[src/rtl/rr_decode_arbiter.sv]
// rr_decode_arbiter: round-robin arbiter that shares one 3-to-8 decoder select among NREQ requesters.
// Define GRANT_TIMEOUT_EN to force-release a grant after MAX_HOLD cycles and pulse o_timeout.
module rr_decode_arbiter #(
    parameter int NREQ     = 7,
    parameter int MAX_HOLD = 8
) (
    input  logic            i_clk,
    input  logic            i_rst,
    input  logic [NREQ-1:0] i_req,
    input  logic            i_done,
    output logic [2:0]      o_sel,
    output logic [NREQ-1:0] o_gnt,
    output logic            o_busy,
    output logic            o_timeout
);
    // state    | meaning
    // ST_IDLE  | no grant outstanding, sel=0
    // ST_OWN   | r_owner holds the decoder, sel=r_owner+1

    typedef enum logic {
        ST_IDLE = 1'b0,
        ST_OWN  = 1'b1
    } state_t;

    state_t          r_state, w_state_nxt;
    logic [2:0]      r_ptr, w_ptr_nxt;
    logic [2:0]      r_owner, w_owner_nxt;
    logic [2:0]      r_sel, w_sel_nxt;
    logic [NREQ-1:0] r_gnt, w_gnt_nxt;
    logic            r_busy, w_busy_nxt;
    logic            w_found;
    logic [2:0]      w_pick;
    logic [3:0]      w_idx;
    logic            w_owner_req;
    logic            w_limit;
    logic            w_release;
    logic            w_grant;
`ifdef GRANT_TIMEOUT_EN
    logic [7:0]      r_hold, w_hold_nxt;
    logic            r_timeout, w_timeout_nxt;
`endif

    if (NREQ < 1 || NREQ > 7) begin : g_bad_nreq
        $error("rr_decode_arbiter: NREQ must be 1..7");
    end
    if (MAX_HOLD < 2 || MAX_HOLD > 255) begin : g_bad_hold
        $error("rr_decode_arbiter: MAX_HOLD must be 2..255");
    end

    // First set request at or after the pointer, wrapping modulo NREQ.
    always_comb begin
        w_found = 1'b0;
        w_pick  = 3'd0;
        w_idx   = 4'd0;
        for (int i = 0; i < NREQ; i++) begin
            w_idx = {1'b0, r_ptr} + 4'(i);
            if (w_idx >= 4'(NREQ)) begin
                w_idx = w_idx - 4'(NREQ);
            end
            if (!w_found && i_req[w_idx[2:0]]) begin
                w_found = 1'b1;
                w_pick  = w_idx[2:0];
            end
        end
    end

    assign w_owner_req = i_req[r_owner];
`ifdef GRANT_TIMEOUT_EN
    assign w_limit = (r_hold == 8'(MAX_HOLD - 1));
`else
    assign w_limit = 1'b0;
`endif
    assign w_release = i_done | ~w_owner_req | w_limit;

    // The pointer already sits past the owner, so a releasing owner that still
    // requests is only found again when nobody else is asking.
    always_comb begin
        w_state_nxt = r_state;
        w_ptr_nxt   = r_ptr;
        w_owner_nxt = r_owner;
        w_sel_nxt   = r_sel;
        w_gnt_nxt   = r_gnt;
        w_busy_nxt  = r_busy;
        w_grant     = 1'b0;
`ifdef GRANT_TIMEOUT_EN
        w_hold_nxt    = r_hold;
        w_timeout_nxt = 1'b0;
`endif
        case (r_state)
            ST_IDLE: begin
                w_grant = w_found;
            end
            ST_OWN: begin
                if (w_release) begin
                    w_grant = w_found;
`ifdef GRANT_TIMEOUT_EN
                    w_timeout_nxt = w_limit & ~i_done & w_owner_req;
`endif
                    if (!w_found) begin
                        w_state_nxt = ST_IDLE;
                        w_sel_nxt   = 3'd0;
                        w_gnt_nxt   = '0;
                        w_busy_nxt  = 1'b0;
                    end
                end else begin
`ifdef GRANT_TIMEOUT_EN
                    w_hold_nxt = r_hold + 8'd1;
`endif
                end
            end
            default: begin
                w_state_nxt = ST_IDLE;
                w_sel_nxt   = 3'd0;
                w_gnt_nxt   = '0;
                w_busy_nxt  = 1'b0;
            end
        endcase

        if (w_grant) begin
            w_state_nxt         = ST_OWN;
            w_owner_nxt         = w_pick;
            w_ptr_nxt           = (w_pick == 3'(NREQ - 1)) ? 3'd0 : w_pick + 3'd1;
            w_sel_nxt           = w_pick + 3'd1;
            w_gnt_nxt           = '0;
            w_gnt_nxt[w_pick]   = 1'b1;
            w_busy_nxt          = 1'b1;
`ifdef GRANT_TIMEOUT_EN
            w_hold_nxt          = 8'd0;
`endif
        end
    end

    always_ff @(posedge i_clk) begin
        if (i_rst) begin
            r_state <= ST_IDLE;
            r_ptr   <= 3'd0;
            r_owner <= 3'd0;
            r_sel   <= 3'd0;
            r_gnt   <= '0;
            r_busy  <= 1'b0;
`ifdef GRANT_TIMEOUT_EN
            r_hold    <= 8'd0;
            r_timeout <= 1'b0;
`endif
        end else begin
            r_state <= w_state_nxt;
            r_ptr   <= w_ptr_nxt;
            r_owner <= w_owner_nxt;
            r_sel   <= w_sel_nxt;
            r_gnt   <= w_gnt_nxt;
            r_busy  <= w_busy_nxt;
`ifdef GRANT_TIMEOUT_EN
            r_hold    <= w_hold_nxt;
            r_timeout <= w_timeout_nxt;
`endif
        end
    end

    assign o_sel  = r_sel;
    assign o_gnt  = r_gnt;
    assign o_busy = r_busy;
`ifdef GRANT_TIMEOUT_EN
    assign o_timeout = r_timeout;
`else
    assign o_timeout = 1'b0;
`endif

endmodule
[config.mk]
export PLATFORM = sky130hd
export DESIGN_NAME = rr_decode_arbiter
export DESIGN_NICKNAME = d
export VERILOG_FILES = /design/src/rtl/rr_decode_arbiter.sv
export SDC_FILE = /design/constraint.sdc
export NUM_CORES = 1
export LEC_CHECK = 0
export BUFFER_PORTS_ARGS = -buffer_cell sky130_fd_sc_hd__buf_4
export CAP_MARGIN = 20
export CELL_PAD_IN_SITES_DETAIL_PLACEMENT = 1
export CELL_PAD_IN_SITES_GLOBAL_PLACEMENT = 2
export CORE_MARGIN = 10
export CORE_UTILIZATION = 39
export DETAILED_ROUTE_END_ITERATION = 10
export GPL_ROUTABILITY_DRIVEN = 0
export PLACE_DENSITY = 0.84
export SKIP_LAST_GASP = 1
export SLEW_MARGIN = 40
export SYNTH_ARGS = -nofsm -noshare
export SYNTH_HDL_FRONTEND = slang
export SYNTH_SLANG_ARGS = --single-unit
[constraint.sdc]
create_clock -name i_clk -period 10.75 [get_ports i_clk]
set_input_delay 2.15 -clock i_clk [delete_from_list [all_inputs] [get_ports i_clk]]
set_output_delay 2.15 -clock i_clk [all_outputs]
set_load 0.01 [all_outputs]
==> results of run 1 <==
## cells by family after synthesis
family	synth area share [%]
adder cells (fa/ha/maj)	7.606
other	0.1461
AO/OA/AOI/OAI	23.84
flip-flops	14.04
XOR/XNOR	3.657
multiplexers	16.58
buffers and inverters	6.582
AND/OR/NAND/NOR	27.55
## metal layers
layer	up-vias	routed length, um
li1	1191	-
met1	1217	3829
met2	27	3696
met3	6	230
met4	0	42
met5	-	0
## cells in the final DEF, fill, tap and decap left out, drive strengths merged, types with 3 or more instances in the layout
master,count
nor4b,4
or3,3
mux4,5
nand2b,11
o31ai,9
nor3b,4
buf,21
a21oi,10
a21o,3
nor3,7
inv,13
ha,14
a211o,3
or2,5
xnor2,6
and3b,3
nor2b,6
xor2,3
a211oi,4
a22oi,3
a31oi,5
nor2,25
dfxtp,18
mux2i,23
clkbuf,4
and2,3
nand3,6
nand4,3
o211ai,5
nand2,26
o21ai,12
and3,4
mux2,7
## flip-flops by register name (all words and copies together), names as in the netlist
signal,flops
o_gnt,7
o_sel,3
r_owner,3
r_ptr,3
o_busy,1
r_state,1
## final cells by class
cell class	instances	area, um^2
Clock buffer	4	55.05
Fill cell	790	3628
Inverter	13	48.80
Multi-Input combinational cell	262	2039
Sequential cell	18	360.3
Tap cell	77	96.34
Timing Repair Buffer	21	157.7
## worst max-delay path, stage by stage
cell and delay, ns:
buf_4 0.17, nor2b_1 0.14, a2111oi_0 0.39, a311oi_1 0.09
and3_1 0.22, or4_1 0.69, nor2_4 0.20, a22oi_1 0.10
a22oi_1 0.40, inv_1 0.21, ha_1 0.29, or4_1 0.54
a311oi_2 0.24
## final timing paths
| check | from | endpoint | slack (ns) |
|---|---|---|---|
| setup / recovery | i_req[0] | r_ptr[2] | 5.08 |
| hold / removal | o_busy | o_busy | 0.46 |
| hold reg to reg | o_busy | o_busy | 0.46 |
| setup reg to reg | r_ptr[1] | r_ptr[2] | 5.13 |
## synthesized netlist by cell type, types with 6 or more instances
master	number	area, um^2
a21oi_1	10	50.05
buf_2	6	30.03
clkbuf_1	14	52.55
dfxtp_1	18	360.4
ha_1	14	175.2
inv_1	13	48.80
mux2_2	7	78.83
mux2i_1	22	220.2
nand2_1	26	97.59
nand2b_1	10	62.56
nand3_1	6	30.03
nor2_1	23	86.33
nor2b_1	6	37.54
nor3_1	6	30.03
o21ai_0	6	30.03
o31ai_1	9	67.56
## metrics by stage
| step | hold WS [ns] | cell area [um^2] | worst slack (ns) | utilization (%) | std cells |
|---|---|---|---|---|---|
| floorplan | 0.4713 | 2566 | 5.364 | - | 318 |
| global placement | 0.4434 | 2700 | 4.967 | 42.28 | 391 |
| detailed placement | 0.4527 | 2703 | 4.873 | 42.32 | 391 |
| CTS | 0.4647 | 2758 | 5.105 | 43.18 | 395 |
| global route | 0.4828 | 2758 | 4.746 | 43.18 | 395 |
| finish | 0.4628 | 2758 | 5.080 | 43.18 | 395 |
==> impl_metrics.csv, run 1 <==
group,metric,value,unit
routing,drc_errors,0,
placed_design,place_hpwl,6025,um
floorplanning,core_area,0.006386,mm^2
floorplanning,fp.dieArea,0.01022,mm^2
floorplanning,io_pins,22,
yosys,yosys_warnings,0,
yosys,synth.net_count,343,
outcome,run_status,"complete, no violations",
clock_network,cts_resized,0,
global_route,grt_max_degree,35,
routing,detail_route.wl_per_cell,19.74,um
critical_path,worstPathRequired,10.92,ns
floorplanning,floorplan.initialDensity,40.18,%
yosys,netlist_area,0.002566,mm^2
global_route,grt_pass1_vias,2510,
routing,drt_first_iter_violations,146,
sta,grt_setup_unrepaired,"no",
sta,maxSlewHeadroom,47.05,%
global_route,grt.met3_usage,2.812,%
sta,tightestPinTransition,0.7871,ns
finish,number_of_nets_in_the_final_layout,344,
floorplanning,die_h,101.1,um
worst_hold_path,worstHoldPathType,"reg2reg",
floorplanning,rows,29,
job,cap_viol_max_count,0,
finish,final_layout_size_suffix_gt1_share,17.61,%
critical_path,cp_data_arrival_time,5.84,ns
sta,max_clock_freq,0.1764,GHz
global_route,grt_first_pass_wirelength,13220,um
finish,antenna_cells_inserted,0,
sta,maxSlewViolCount,0,
clock_network,tritoncts_num_sinks,18,
yosys,seq_area_frac_synth,14.04,%
yosys,yosys_register_bits,18,
global_route,antenna_found_initial,0,
sta,accumulated_negative_setup_slack,0,ns
yosys,syn-instance-count,318,
routing,drt.antenna.violating_nets,0,
clock_network,cts_buf_count,3,
clock_network,clock_root_cell,"clkbuf_8",
sta,final-hold-violation-count,0,
yosys,synth_cell_type_count,78,
clock_network,cts-htree-levels,1,
yosys,synth-edff-count,0,
worst_hold_path,hold_path_depth,2,
clock_network,worstSkewPairLatency,0.26,ns
clock_network,cts_tree,"built",
global_route,gr-usage-all-layers,15.49,%
finish,syn_to_final_growth,7.460,%
critical_path,timing.critical_path.to_type,"flop",
routing,finalWirelength,7798,um
routing,routed_via_density,6.180,
critical_path,critPathKind,"in2reg",
yosys,synth_area_per_cell,8.070,um^2
sta,min_period,5.670,ns
sta,layout_worst_path_cycle_share,52.75,%
global_route,global_route.peak_usage_layer,"met2",
routing,drt_pass1_iterations,4,
clock_network,path_clk_slew,0.07,ns
global_route,grt.met2_usage,25.10,%
global_route,grt_overflow,0,
clock_network,post_cts_buffers,0,
global_route,grt.met1_usage,21.43,%
yosys,async_reset_ff_share,0,%
sta,clock_skew,0.002778,ns
clock_network,cts.hold.buffers_added,0,
placed_design,buffer_ports.inserted,20,
floorplanning,fp.dieW,101.1,um
clock_network,cts-root-to-sink-buffers,2,
routing,num_vias,2441,
sta,setup_viol,0,
critical_path,r2r.worst_path.cells,14,
yosys,postSynth.topFlopCell,"dfxtp_1",
critical_path,setup.worst_path.start_class,"primary input",
critical_path,critical_path_fanouts_max,13,
Power of run 1 is not shown: default switching activity piles up to over one toggle a cycle in this logic, so the estimate is an artifact.
==> inputs of run 2 (changes only) <==
CORE_UTILIZATION = 37   (was 39)
PLACE_DENSITY = 0.8   (was 0.84)
clock period = 5.4 ns   (was 10.75 ns; I/O delays follow)
==> impl_metrics.csv, run 2 (same netlist as run 1, synthesis figures left out) <==
group,metric,value,unit
outcome,run_status,"complete, no violations",
sta,setup_viol,0,
job,cap_viol_max_count,0,
global_route,grt_first_pass_wirelength,13340,um
finish,layout_commonest_cell,"buf_4",
worst_hold_path,hold_path.startpoint,"o_gnt[4]",
floorplanning,die_h,103.3,um
global_route,grt_pass1_vias,2589,
critical_path,worstPathRequired,5.57,ns
clock_network,cts-htree-levels,1,
global_route,grt_max_degree,20,
critical_path,slowest_stage_cell_on_the_critical_path,"or4_1",
floorplanning,floorplan.initialDensity,37.98,%
clock_network,post_cts_buffers,0,
placed_design,buffer_ports.inserted,20,
global_route,grt.met1_usage,19.06,%
routing,num_vias,2454,
critical_path,critPathTopFamily,"simple AND/OR/NAND/NOR gates",
routing,finalWirelength,8251,um
finish,final_layout_size_suffix_gt1_share,19.33,%
clock_network,clock_root_cell,"clkbuf_8",
finish,final_cell_mix,"29 x buf_4, 26 x nand2_1, 23 x nor2_1",
critical_path,timing.critical_path.to_type,"flop",
sta,final-hold-violation-count,0,
finish,syn_to_final_growth,9.849,%
routing,drt_pass1_iterations,4,
clock_network,cts.hold.buffers_added,0,
floorplanning,fp.dieArea,0.01067,mm^2
placed_design,place_hpwl,6546,um
sta,maxSlewHeadroom,47.70,%
global_route,antenna_found_initial,0,
finish,antenna_cells_inserted,0,
sta,min_period,4.962,ns
floorplanning,fp.dieW,103.3,um
clock_network,cts-root-to-sink-buffers,2,
critical_path,regToRegStartpoint,"r_ptr[2]",
finish,fill_cells,830,
global_route,grt.met3_usage,1.794,%
finish,ff_latch_area,360.3,um^2
clock_network,cts_buf_count,3,
sta,grt_setup_unrepaired,"no",
finish,multi_input_area,0.002037,mm^2
critical_path,timing.critical_path.cells,"inv_1 -> ha_1 -> mux2i_2 -> mux2i_1 -> mux2i_1 -> a211o_1 -> or4_1 -> nor2_4 -> a22oi_1 -> a22oi_1 -> buf_4 -> inv_1 -> ha_1 -> or4_1 -> a311oi_2",
sta,clock_skew,0.002562,ns
sta,tightestPinTransition,0.7775,ns
routing,routed_via_density,6.044,
clock_network,path_clk_slew,0.07,ns
sta,maxSlewViolCount,0,
routing,drt_first_iter_violations,142,
critical_path,critical_path.n_buffers_inverters,3,
floorplanning,core_area,0.006756,mm^2
global_route,grt.met2_usage,29.50,%
critical_path,setup.worst_path.start_class,"flop",
finish,number_of_nets_in_the_final_layout,352,
routing,detail_route.wl_per_cell,20.32,um
global_route,grt_overflow,0,
routing,drt.antenna.violating_nets,0,
floorplanning,rows,30,
global_route,gr-usage-all-layers,15.75,%
sta,accumulated_negative_setup_slack,0,ns
clock_network,tritoncts_num_sinks,18,
clock_network,cts_resized,0,
worst_hold_path,worstHoldPathType,"reg2reg",
global_route,global_route.peak_usage_layer,"met2",
clock_network,cts_tree,"built",
critical_path,cp_startpoint,"r_ptr[2]",
critical_path,critPathKind,"reg2reg",
sta,layout_worst_path_cycle_share,91.89,%
finish,largest_register_ff_count,7,
sta,max_clock_freq,0.2015,GHz
floorplanning,io_pins,22,
critical_path,critical_path_fanouts_max,10,
sta,timing.hold.ws,0.4566,ns
critical_path,worst_path_largest_cell_delay,0.67,ns
clock_network,worstSkewPairLatency,0.26,ns
routing,drc_errors,0,
critical_path,cp_data_arrival_time,5.14,ns
==> run 2: final timing paths <==
path              end  slack [ns]  depth (start not counted)
max reg2reg  r_ptr[2]        0.44                         15
min reg2reg  o_gnt[4]        0.46                          2
max          r_ptr[2]        0.44                         15
min          o_gnt[4]        0.46                          2
==> run 2: worst reg2reg max path, delay by kind of cell, from the launching register on <==
family          cells  cell delay (ns)
buf+inv             3             0.49
mux                 3             0.82
flops               1             0.57
compound gates      4             0.90
simple gates        3             1.40
fa+ha+maj           2             0.70
==> run 2: cell type report <==
cell class              instances  share of cell area (%)
well taps                      80                   3.551
multi-input cells             262                   72.26
clock buffers                   4                   1.953
inverters                      13                   1.731
repair buffers                 29                   7.723
flip-flops and latches         18                   12.78
==> run 2: metal layers <==
layer | wire, um | vias up
met5 | 0 | -
met4 | 63 | 0
met3 | 245 | 6
met2 | 4275 | 37
met1 | 3665 | 1211
li1 | - | 1200
==> run 2: through the flow <==
step           instance area (um^2)  instances  setup WS, ns  utilization (%)
2_1_floorplan                  2566        318        0.5600                -
3_3_place_gp                   2764        402        0.6006            40.91
3_5_place_dp                   2764        402        0.4689            40.91
4_1_cts                        2819        406        0.4362            41.72
5_1_grt                        2819        406        0.1264            41.72
6_report                       2819        406        0.4380            41.72
Power of run 2 is left out for the same reason.
==> inputs of run 3 (changes only) <==
CORE_ASPECT_RATIO = 1.5   (was default)
CORE_MARGIN = default   (was 10)
==> impl_metrics.csv, run 3 (same netlist as run 1, synthesis figures left out) <==
group,metric,value,unit
outcome,run_status,"complete, no violations",
critical_path,r2r-end,"r_ptr[2]",
job,cap_viol_max_count,0,
critical_path,endpoint,"r_ptr[2]",
sta,tightestPinTransition,0.7975,ns
routing,detail_route.wl_per_cell,20.72,um
sta,accumulated_negative_setup_slack,0,ns
floorplanning,rows,36,
global_route,grt_first_pass_wirelength,13670,um
critical_path,r2r.worst_path.cells,15,
sta,setup_viol,0,
critical_path,critical_path_fanouts_max,10,
global_route,grt_overflow,0,
clock_network,cts_tree,"built",
routing,drt_pass1_iterations,4,
global_route,grt_pass1_vias,2545,
routing,routed_via_density,6.055,
routing,drt.antenna.violating_nets,0,
critical_path,regToRegStartpoint,"r_ptr[2]",
critical_path,worstPathRequired,5.57,ns
floorplanning,io_pins,22,
floorplanning,fp.dieW,70,um
clock_network,cts_buf_count,3,
routing,finalWirelength,8331,um
sta,final-hold-violation-count,0,
clock_network,tritoncts_num_sinks,18,
worst_hold_path,worstHoldPathType,"reg2reg",
floorplanning,core_area,0.006621,mm^2
sta,clock_skew,0.006217,ns
finish,antenna_cells_inserted,0,
routing,num_vias,2434,
finish,final_cell_mix,"29 x buf_4, 26 x nand2_1, 23 x nor2_1",
global_route,grt_max_degree,17,
placed_design,buffer_ports.inserted,20,
finish,syn_to_final_growth,9.995,%
global_route,antenna_found_initial,0,
critical_path,cp_data_arrival_time,5.18,ns
clock_network,worstSkewPairLatency,0.26,ns
sta,maxSlewHeadroom,46.25,%
finish,final_cell_count_without_fillers,402,
finish,largest_register_ff_count,7,
global_route,gr-usage-all-layers,23.53,%
critical_path,setup.worst_path.start_class,"flop",
clock_network,cts-htree-levels,1,
routing,drc_errors,0,
sta,grt_setup_unrepaired,"no",
floorplanning,die_h,104.0,um
floorplanning,fp.dieArea,0.007280,mm^2
finish,number_of_nets_in_the_final_layout,352,
sta,layout_worst_path_cycle_share,92.86,%
floorplanning,floorplan.initialDensity,38.76,%
sta,min_period,5.014,ns
clock_network,cts.hold.buffers_added,0,
clock_network,cts-root-to-sink-buffers,2,
placed_design,placed_cells,398,
finish,layout_commonest_cell,"buf_4",
routing,drt_first_iter_violations,116,
critical_path,r2r_slack,0.39,ns
sta,maxSlewViolCount,0,
clock_network,clock_root_cell,"clkbuf_8",
clock_network,path_clk_slew,0.07,ns
placed_design,place_hpwl,6612,um
clock_network,cts_resized,0,
clock_network,post_cts_buffers,0,
critical_path,cp_startpoint,"r_ptr[2]",
finish,final_layout_size_suffix_gt1_share,19.33,%
critical_path,timing.critical_path.to_type,"flop",
critical_path,critPathKind,"reg2reg",
sta,max_clock_freq,0.1994,GHz
run 3: final cells by class:
| class | count | area (um^2) |
|---|---|---|
| Timing Repair Buffer | 29 | 217.7 |
| Sequential cell | 18 | 360.3 |
| Fill cell | 823 | 3799 |
| Inverter | 13 | 48.80 |
| Tap cell | 76 | 95.09 |
| Clock buffer | 4 | 55.05 |
| Multi-Input combinational cell | 262 | 2046 |
run 3: stage by stage:
step	area, um^2	hold WS [ns]	utilization (%)	setup WS (ns)
detailed placement	2759	0.4522	41.67	0.3227
finish	2823	0.4582	42.63	0.3858
CTS	2814	0.4625	42.50	0.2844
floorplan	2566	0.4713	-	0.5600
global placement	2759	0.4454	41.67	0.4494
global route	2823	0.4823	42.63	0.1222
run 3: how the worst min path moves through the flow:
stage                     startpoint  slack [ns]       end  cells past startpoint
final                         o_busy        0.46    o_busy                      2
after CTS                     o_busy        0.46    o_busy                      2
after global placement        o_busy        0.45    o_busy                      2
after floorplan             o_gnt[3]        0.47  o_gnt[3]                      2
after global routing          o_busy        0.48    o_busy                      2
after detailed placement      o_busy        0.45    o_busy                      2
run 3: per-layer routing:
| metal | GRT usage, % | wire, um | vias up |
|---|---|---|---|
| met5 | 0 | 0 | - |
| met4 | 10.14 | 340 | 0 |
| met3 | 1.163 | 103 | 20 |
| met2 | 44.92 | 4396 | 30 |
| met1 | 26.23 | 3491 | 1185 |
| li1 | - | - | 1199 |
run 3: worst max-delay path, stage by stage, from the launching register on:
cell      delay (ns)
dfxtp_1         0.58
inv_1           0.24
ha_1            0.51
mux2i_4         0.30
mux2i_1         0.27
mux2i_1         0.13
a211o_1         0.38
or4_1           0.67
nor2_4          0.21
a22oi_1         0.11
a22oi_1         0.22
buf_4           0.18
inv_1           0.10
ha_1            0.25
or4_1           0.52
a311oi_2        0.25
Power of run 3 is left out for the same reason.
